## src/rtl/mult32x32_pkg.sv

```systemverilog
// Shared types and step constants for the 32x32 shift-add multiplier.
// The sequencer walks four A bytes against two B words.
package mult32x32_pkg;

    localparam int NUM_STEPS  = 8;
    localparam int SHIFT_UNIT = 8;

    typedef enum logic [3:0] {
        IDLE   = 4'd0,
        S_A0B0 = 4'd1,
        S_A1B0 = 4'd2,
        S_A2B0 = 4'd3,
        S_A3B0 = 4'd4,
        S_A0B1 = 4'd5,
        S_A1B1 = 4'd6,
        S_A2B1 = 4'd7,
        S_A3B1 = 4'd8
    } state_t;

    // Byte x lands at 8*x, word y at 16*y: shift in bytes is x + 2*y.
    function automatic logic [2:0] step_shift(
        input logic [1:0] a_sel,
        input logic       b_sel
    );
        return {1'b0, a_sel} + {1'b0, b_sel, 1'b0};
    endfunction

endpackage

```

## src/rtl/mult32x32_fsm.sv

```systemverilog
// Control sequencer for the 32x32 multiplier: eight accumulate steps,
// then a one-cycle done pulse from a registered flag.
module mult32x32_fsm
    import mult32x32_pkg::*;
(
    input  logic       clk,
    input  logic       reset,
    input  logic       start,
    output logic       busy,
    output logic       done,
    output logic [1:0] a_sel,
    output logic       b_sel,
    output logic [2:0] shift_sel,
    output logic       upd_prod,
    output logic       clr_prod
);

    state_t     state_q;
    state_t     state_d;
    logic       done_q;
    logic [2:0] step;

    always_ff @(posedge clk) begin
        if (reset) begin
            state_q <= IDLE;
            done_q  <= 1'b0;
        end else begin
            state_q <= state_d;
            done_q  <= (state_q == S_A3B1);
        end
    end

    // Step index 0..7 for S_A0B0..S_A3B1; wraps 8 -> 0 -> 7 via 3-bit math.
    assign step = state_q[2:0] - 3'd1;

    always_comb begin
        state_d   = state_q;
        busy      = 1'b0;
        upd_prod  = 1'b0;
        clr_prod  = 1'b0;
        a_sel     = 2'd0;
        b_sel     = 1'b0;
        shift_sel = 3'd0;
        done      = done_q;

        unique case (state_q)
            IDLE: begin
                if (start) begin
                    state_d  = S_A0B0;
                    clr_prod = 1'b1;
                end
            end
            S_A0B0:  state_d = S_A1B0;
            S_A1B0:  state_d = S_A2B0;
            S_A2B0:  state_d = S_A3B0;
            S_A3B0:  state_d = S_A0B1;
            S_A0B1:  state_d = S_A1B1;
            S_A1B1:  state_d = S_A2B1;
            S_A2B1:  state_d = S_A3B1;
            S_A3B1:  state_d = IDLE;
            default: state_d = IDLE;
        endcase

        if (state_q != IDLE) begin
            busy      = 1'b1;
            upd_prod  = 1'b1;
            a_sel     = step[1:0];
            b_sel     = step[2];
            shift_sel = step_shift(step[1:0], step[2]);
        end

        // Reset silences every output in the same cycle, not just after the edge.
        if (reset) begin
            busy      = 1'b0;
            done      = 1'b0;
            upd_prod  = 1'b0;
            clr_prod  = 1'b0;
            a_sel     = 2'd0;
            b_sel     = 1'b0;
            shift_sel = 3'd0;
        end
    end

endmodule

```

## config.mk

```make
export PLATFORM = sky130hd
export DESIGN_NAME = mult32x32_fsm
export DESIGN_NICKNAME = d
export VERILOG_FILES = /design/src/rtl/mult32x32_pkg.sv /design/src/rtl/mult32x32_fsm.sv
export SDC_FILE = /design/constraint.sdc
export NUM_CORES = 1
export LEC_CHECK = 0
export BUFFER_PORTS_ARGS = -buffer_cell sky130_fd_sc_hd__buf_2
export CAP_MARGIN = 40
export CORE_AREA = 10 10 47 49
export CTS_BUF_LIST = sky130_fd_sc_hd__clkbuf_8
export DETAILED_ROUTE_END_ITERATION = 8
export DIE_AREA = 0 0 57 59
export HOLD_SLACK_MARGIN = 0.05
export PLACE_DENSITY = 0.48
export RECOVER_POWER = 25
export SLEW_MARGIN = 30
export SYNTH_ARGS = -nofsm -noshare
export SYNTH_HDL_FRONTEND = slang
export SYNTH_SLANG_ARGS = --single-unit
```

## constraint.sdc

```tcl
create_clock -name clk -period 1.7 [get_ports clk]
set_input_delay 0.34 -clock clk [delete_from_list [all_inputs] [get_ports clk]]
set_output_delay 0.34 -clock clk [all_outputs]
set_load 0.05 [all_outputs]
```

== Word level (Yosys, flattened, before mapping) ==
Index checks and enable logic that the tools add are counted.

* $mul: 0
* $lt $le $gt $ge: 0
* Equality and inequality tests: 9
* Multiplexer cells: 14
* Reductions and logical operators: 2
* Div/mod/pow operators: 0
* $add $sub $neg: 2
* Shifts and indexed selects: 0
* Bitwise operators: 0

{| class="wikitable"
|+ Operators with widths
! operator !! count
|-
| 4-bit case mux with 8 select lines || 1
|-
| 4-bit by 3-bit equality test with 1-bit output, second input constant || 4
|-
| 4-bit by 2-bit equality test with 1-bit output, second input constant || 2
|-
| 1-bit two-way mux || 8
|-
| 3-bit two-way mux || 2
|-
| 4-bit by 1-bit equality test with 1-bit output, second input constant || 1
|-
| 4-bit equality test, second input constant || 1
|-
| 4-bit logical NOT || 1
|-
| 2-bit two-way mux || 2
|-
| 4-bit two-way mux || 1
|-
| 4-bit nonzero test || 1
|-
| 2-bit by 2-bit adder with 3-bit output || 1
|-
| 3-bit by 1-bit subtractor with 3-bit output, second input constant || 1
|-
| 2-bit != test, second input constant || 1
|}

* ROM bits: 0
* Memories kept: 0
* Register bits after elaboration: 5
* Bits of input ports: 3
* RAM bits: 0
* Bits in latches: 0

== Longest topological paths before layout ==
Gate-level depths: netlist of the first run.

* Depth after elaboration: 4
* Gate-level depth with buffers: 6
* Depth with buffers taken out: 6

== Worst setup path before layout of the first run ==
OpenSTA, ideal clock, no wires.

* Path type: flip-flop to output port
* From: register state_q[0]
* To: output port shift_sel[0]
* Buffers on the path: 1
* Arrival: 1.909 ns
* Stages on the path, launching flop included: 7
* Setup slack: -0.549 ns
* Path through: dfxtp_1 > inv_1 > ha_1 > nand2b_4 > o21bai_2 > nor2_1 > buf_4

* Longest elaborated chain between the ends: 4
* Elaborated cells between the ends (all ways): 5
* Classes of those cells: add/sub: 2; mux: 2; reduce/logical: 1

{| class="wikitable"
|+ Ends and longest elaborated chain
! element !! RTL line !! RTL
|-
| start, declared || mult32x32_fsm.sv:18 || <nowiki>state_t state_q;</nowiki>
|-
| start signal, assigned || mult32x32_fsm.sv:28 || <nowiki>state_q <= state_d;</nowiki>
|-
| 3-bit by 1-bit subtractor with 3-bit output || mult32x32_fsm.sv:34 || <nowiki>assign step = state_q[2:0] - 3'd1;</nowiki>
|-
| 2-bit by 2-bit adder with 3-bit output || mult32x32_pkg.sv:25 || <nowiki>return {1'b0, a_sel} + {1'b0, b_sel, 1'b0};</nowiki>
|-
| 3-bit two-way mux (*) || mult32x32_fsm.sv:64 || <nowiki>if (state_q != IDLE) begin</nowiki>
|-
| 3-bit two-way mux (*) || mult32x32_fsm.sv:73 || <nowiki>if (reset) begin</nowiki>
|-
| end, declared || mult32x32_fsm.sv:13 || <nowiki>output logic [2:0] shift_sel,</nowiki>
|}

Mark *: on every way between the ends. The rest lies on a longest branch, timed or not.

== Final worst setup path of the first run ==
* From: register state_q[1]
* To: output port shift_sel[1]

Same word-level chain as after synthesis.

==> results.py, run 1 <==
metrics = {
    "finish": {
        "synthToLayoutAreaGrowth_pct": 93.3,
        "antenna_cells": 0,
        "layout.nets": 78,
        "final_util": 0.518,
        "drive_gt1_frac": 0.676,
    },
    "timing": {
        "period_minus_slack_ps": 1830,
        "layout_setup_ws_ps": -130,
        "slew-limit-headroom": 0.832,
        "clock_skew_ps": 2.48,
        "rsz0062_at_grt": "true",
        "finalSetupViolations": 9,
        "tightest_slew_ps": 251,
        "final-hold-violation-count": 0,
        "min_period_over_period": 1.08,
        "fmax_mhz": 546,
        "drv_slew": 0,
    },
    "routing": {
        "wl_per_cell_um": 11.2,
        "dr_wl_met2_um": 477,
        "vias": 351,
        "drc": 0,
        "wl_um": 941,
        "wl_met3_um": 62,
        "top_layer": "met3",
        "drt-met1-wl_um": 401,
        "drt.antenna.violating_nets": 0,
        "via_per_inst": 4.18,
        "first_pass_iters": 2,
        "drt_iter0_drc": 9,
    },
    "critical_path": {
        "cp-end-kind": "primary output",
        "cp-start-kind": "register",
        "r2r-start": "state_q[1]",
        "cp.required_ps": 1360,
        "cp.arrival_ps": 1490,
        "cp_max_fo": 5,
        "startpoint": "state_q[1]",
        "critical_path_class": "register to primary output",
    },
    "run": {
        "max_cap_viol_count": 0,
    },
    "run_status": {
        "violations": "negative setup slack",
        "status": "finished, violations left",
    },
    "logic_synthesis": {
        "synth_top_area_share": 0.267,
        "synth_mux_area_frac": 0.0267,
        "synth-simple-area-share": 0.273,
        "synth_compound_area_frac": 0.110,
        "synth_top_family_by_area": "simple AND/OR/NAND/NOR gates",
        "yosys_register_bits": 5,
        "syn-instance-count": 43,
        "syn-cell-area_um2": 375,
        "ys_top_cells_by_area": "dfxtp_1 27%, ha_1 20%, inv_1 6.0%",
        "yosysUniqueCellTypes": 19,
        "yosysTopAreaCell": "dfxtp_1",
        "synth_xor_area_frac": 0.0233,
        "yosys_warnings": 0,
        "syn-num-nets": 52,
        "async_flop_share": 0,
        "synth_common_cells": "6 x ha_1, 6 x inv_1, 5 x dfxtp_1, 5 x nor2_1",
        "synth_enable_flop_cells": 0,
        "syn_area_per_cell_um2": 8.73,
        "synth_fa_ha_area_frac": 0.200,
        "yosysSeqAreaShare": 0.267,
        "synth_flop_cell": "dfxtp_1",
    },
    "clocking": {
        "cts_buffers": 3,
        "cts_tree": "built",
        "path_clk_slew_ps": 40,
        "cts_sinks": 5,
        "htree_levels": 1,
        "cts-root-buf": "clkbuf_8",
        "cts_buffer_depth": 2,
        "clock_latency_ps": 230,
        "hold_buffers": 0,
    },
    "floorplanning": {
        "fp.dieArea_mm2": 0.00336,
        "die_h_um": 59,
        "coreArea_mm2": 0.00140,
        "io_pins": 13,
        "die_x_um": 57,
        "fp-row-count": 14,
        "start_util": 0.268,
    },
    "global_routing": {
        "grt.total_usage": 0.0559,
        "grt_pass1_vias": 346,
        "grt_pass1_wl_um": 1450,
        "grt_overflow_total": 0,
        "grt_max_degree": 7,
        "antenna_found_initial": 0,
    },
    "placed_design": {
        "gp_congestion": 0.697,
        "dp_hpwl_um": 695,
        "portBuffers": 12,
    },
    "worst_hold_path": {
        "hp-class": "input pin to register",
        "min_from": "reset",
    },
}
==> cell usage in the layout, fill, tap and decap left out <==
| cell type | n |
|---|---|
| nor3_4 | 1 |
| clkbuf_8 | 3 |
| o21bai_4 | 1 |
| nor3_1 | 2 |
| clkinv_2 | 1 |
| o21ai_0 | 2 |
| buf_4 | 8 |
| nor2_1 | 2 |
| clkbuf_1 | 1 |
| inv_1 | 3 |
| xor2_2 | 1 |
| mux2i_1 | 1 |
| buf_6 | 5 |
| nand2b_1 | 1 |
| a2111oi_2 | 1 |
| buf_2 | 5 |
| clkinvlp_4 | 1 |
| inv_6 | 1 |
| buf_8 | 4 |
| dfxtp_1 | 2 |
| ha_4 | 2 |
| ha_1 | 4 |
| and3_1 | 1 |
| nor2_4 | 2 |
| and2_4 | 3 |
| dfxtp_2 | 2 |
| dfxtp_4 | 1 |
| nor3b_1 | 1 |
| a21oi_1 | 1 |
| inv_4 | 1 |
| nand2b_4 | 1 |
| nor2b_1 | 1 |
| nor2_2 | 1 |
| nor3_2 | 1 |
==> layer usage <==
metal  track usage  up-vias
met5             0        -
met4        0.0604        0
met3        0.0215        0
met2        0.0791        6
met1        0.0597      158
li1              -      187
==> worst max-delay path: stages, from the launching register on <==
cell and delay [ps]:
dfxtp_2 320, inv_4 80, ha_4 150, nand2b_4 60, o21bai_4 180, clkinvlp_4 150, and2_4 180, buf_8 140
==> what timing repair did <==
item | CTS | global route
gates resized for setup | 16 | 13
buffers inserted | 4 | 3
pin swaps | 4 | 4
setup endpoints to repair | 8 | 9
cloned | 0 | 0
==> registers in the layout, summed over array words and instances, names as in the netlist <==
register / cells
state_q: 4
done_q: 1
==> cell type report <==
cell class,instances,area (µm²)
clock buffer,3,41.3
clock inverter,1,5.00
fill,143,676
inverter,6,33.8
multi-input combinational,30,314
sequential,5,106
tap,16,20.0
timing repair buffer,23,205
==> cells by family after synthesis <==
family,count (synthesis)
multiplexers,1
flip-flops,5
AO/OA/AOI/OAI,5
buffers and inverters,8
AND/OR/NAND/NOR,17
adder cells (fa/ha/maj),6
XOR/XNOR,1
==> path summary, 6_finish.rpt <==
path              slack (ps)           end  cells past startpoint
setup / recovery        -130  shift_sel[1]                      7
hold / removal           340        done_q                      2
setup reg to reg         220    state_q[1]                      8
hold reg to reg          520    state_q[2]                      1
==> through the flow <==
| step | cell area (µm²) | hold slack (ps) | setup slack (ps) | instances | TNS, ps |
|---|---|---|---|---|---|
| after floorplan | 429 | 416 | -107 | 43 | -423 |
| after global routing | 726 | 356 | -180 | 84 | -1060 |
| final | 726 | 340 | -130 | 84 | -556 |
| after CTS | 657 | 340 | -113 | 81 | -410 |
| after detailed placement | 524 | 546 | -31.0 | 73 | -31.0 |
| after global placement | 524 | 545 | -15.6 | 73 | -15.6 |
Power of run 1 is not shown: default switching activity piles up to over one toggle a cycle in this logic, so the estimate is an artifact.
==> run 2: changes to the inputs <==
- BUFFER_PORTS_ARGS: -buffer_cell sky130_fd_sc_hd__buf_2 -> -buffer_cell sky130_fd_sc_hd__buf_4
- MAX_ROUTING_LAYER: unset -> met4
==> results.py, run 2 (synthesized netlist as in run 1, its figures left out) <==
metrics = {
    "worst_hold_path": {
        "min_from": "reset",
        "hp-class": "input pin to register",
    },
    "timing": {
        "finalSetupViolations": 9,
        "slew-limit-headroom": 0.834,
        "fmax_mhz": 548,
        "setup_tns_ps": -687,
        "period_minus_slack_ps": 1830,
        "min_period_over_period": 1.07,
        "layout_setup_ws_ps": -125,
        "tightest_slew_ps": 249,
        "clock_skew_ps": 1.11,
        "drv_slew": 0,
        "rsz0062_at_grt": "true",
        "final-hold-violation-count": 0,
    },
    "floorplanning": {
        "coreArea_mm2": 0.00140,
        "fp.dieArea_mm2": 0.00336,
        "start_util": 0.268,
        "die_h_um": 59,
        "fp-row-count": 14,
        "io_pins": 13,
        "die_x_um": 57,
    },
    "finish": {
        "max_flop_register": "state_q",
        "layout.nets": 78,
        "largest_register_ffs": 4,
        "antenna_cells": 0,
        "final_common_cell": "buf_4",
        "regArea_um2": 106,
        "fillerInstances": 130,
        "multi_input_area_um2": 312,
        "reg.largest.list": "state_q: 4 flops, done_q: 1 flops",
        "drive_gt1_frac": 0.662,
        "synthToLayoutAreaGrowth_pct": 92.0,
        "layout_common_cells": "16 x buf_4, 5 x buf_6, 4 x inv_1, 4 x ha_1",
    },
    "placed_design": {
        "dp_hpwl_um": 705,
        "portBuffers": 12,
        "post-place-ws_ps": 0.625,
        "gp_congestion": 0.700,
    },
    "clocking": {
        "path_clk_slew_ps": 40,
        "cts_tree": "built",
        "cts_buffer_depth": 2,
        "cts-root-buf": "clkbuf_8",
        "clock_latency_ps": 220,
        "cts_sinks": 5,
        "htree_levels": 1,
        "cts_buffers": 3,
    },
    "global_routing": {
        "grt_pass1_vias": 355,
        "antenna_found_initial": 0,
        "grt_pass1_wl_um": 1540,
        "grt_overflow_total": 0,
        "grt.total_usage": 0.0614,
        "grt_max_degree": 7,
    },
    "critical_path": {
        "cp_max_fo": 3,
        "crit_buf_inv": 2,
        "cp-end-kind": "primary output",
        "regToRegSetupSlack_ps": 220,
        "r2r-start": "state_q[0]",
        "cp_slowest_cell": "dfxtp_4",
        "critical_path_class": "register to primary output",
        "startpoint": "state_q[0]",
        "cp.arrival_ps": 1490,
        "crit_path_max_incr_delay_ps": 350,
        "cp_top_family": "adder cells",
        "worstPathCellList": "inv_4 -> ha_4 -> xor2_2 -> ha_1 -> and2_4 -> buf_8",
        "cp.required_ps": 1360,
        "cp-start-kind": "register",
    },
    "routing": {
        "drt_iter0_drc": 2,
        "via_per_inst": 4.27,
        "drt.antenna.violating_nets": 0,
        "first_pass_iters": 2,
        "wl_um": 941,
        "wl_per_cell_um": 11.2,
        "vias": 359,
        "drc": 0,
    },
    "run": {
        "max_cap_viol_count": 0,
    },
    "run_status": {
        "violations": "negative setup slack",
        "status": "finished, violations left",
    },
}
==> run 2: cell count changes in the layout (fill, tap and decap cells not counted), sizes merged <==
| cell | before | now |
|---|---|---|
| clkbuf | 4 | 3 |
| inv | 5 | 6 |
| buf | 22 | 23 |
| clkinv | 1 | 0 |
==> run 2: area by class of cell <==
cell class                 count  share of cell area
multi-input combinational     30               0.432
clock inverter                 1             0.00521
inverter                       6              0.0434
clock buffer                   3              0.0573
sequential                     5               0.148
timing repair buffer          23               0.286
tap                           16              0.0278
==> run 2: stage by stage <==
stage	area (µm²)	instances	util	hold slack [ps]
2_1_floorplan	429	43	-	416
3_3_place_gp	554	73	0.396	543
3_5_place_dp	554	73	0.396	545
4_1_cts	688	81	0.491	319
5_1_grt	721	84	0.514	322
6_report	721	84	0.514	317
==> run 2: what timing repair did <==
item	in CTS	in global routing
pin swaps	5	3
hold buffers	0	0
setup buffers	4	3
resized for setup	14	2
endpoints found under the setup margin	9	9
==> run 2: worst register-to-register path: cells and delay by family (launching register included) <==
kind	cells	cell delay (ps)
mux	1	210
fa+ha+maj	1	150
buf+inv	4	440
simple gates	2	250
flops	1	340
==> run 2: worst paths after layout <==
check | endpoint | cells past startpoint
max | shift_sel[1] | 6
min | done_q | 2
max reg2reg | state_q[1] | 8
min reg2reg | state_q[2] | 1
==> run 2: per-layer routing <==
layer,global-route usage,wire (µm),share of wire,vias to the layer above
met5,-,0,0,-
met2,0.0899,449,0.48,8
met4,0.0604,36,0.038,0
li1,-,-,-,186
met1,0.0573,384,0.41,161
met3,0.0300,70,0.074,4
Power of run 2 is left out for the same reason.
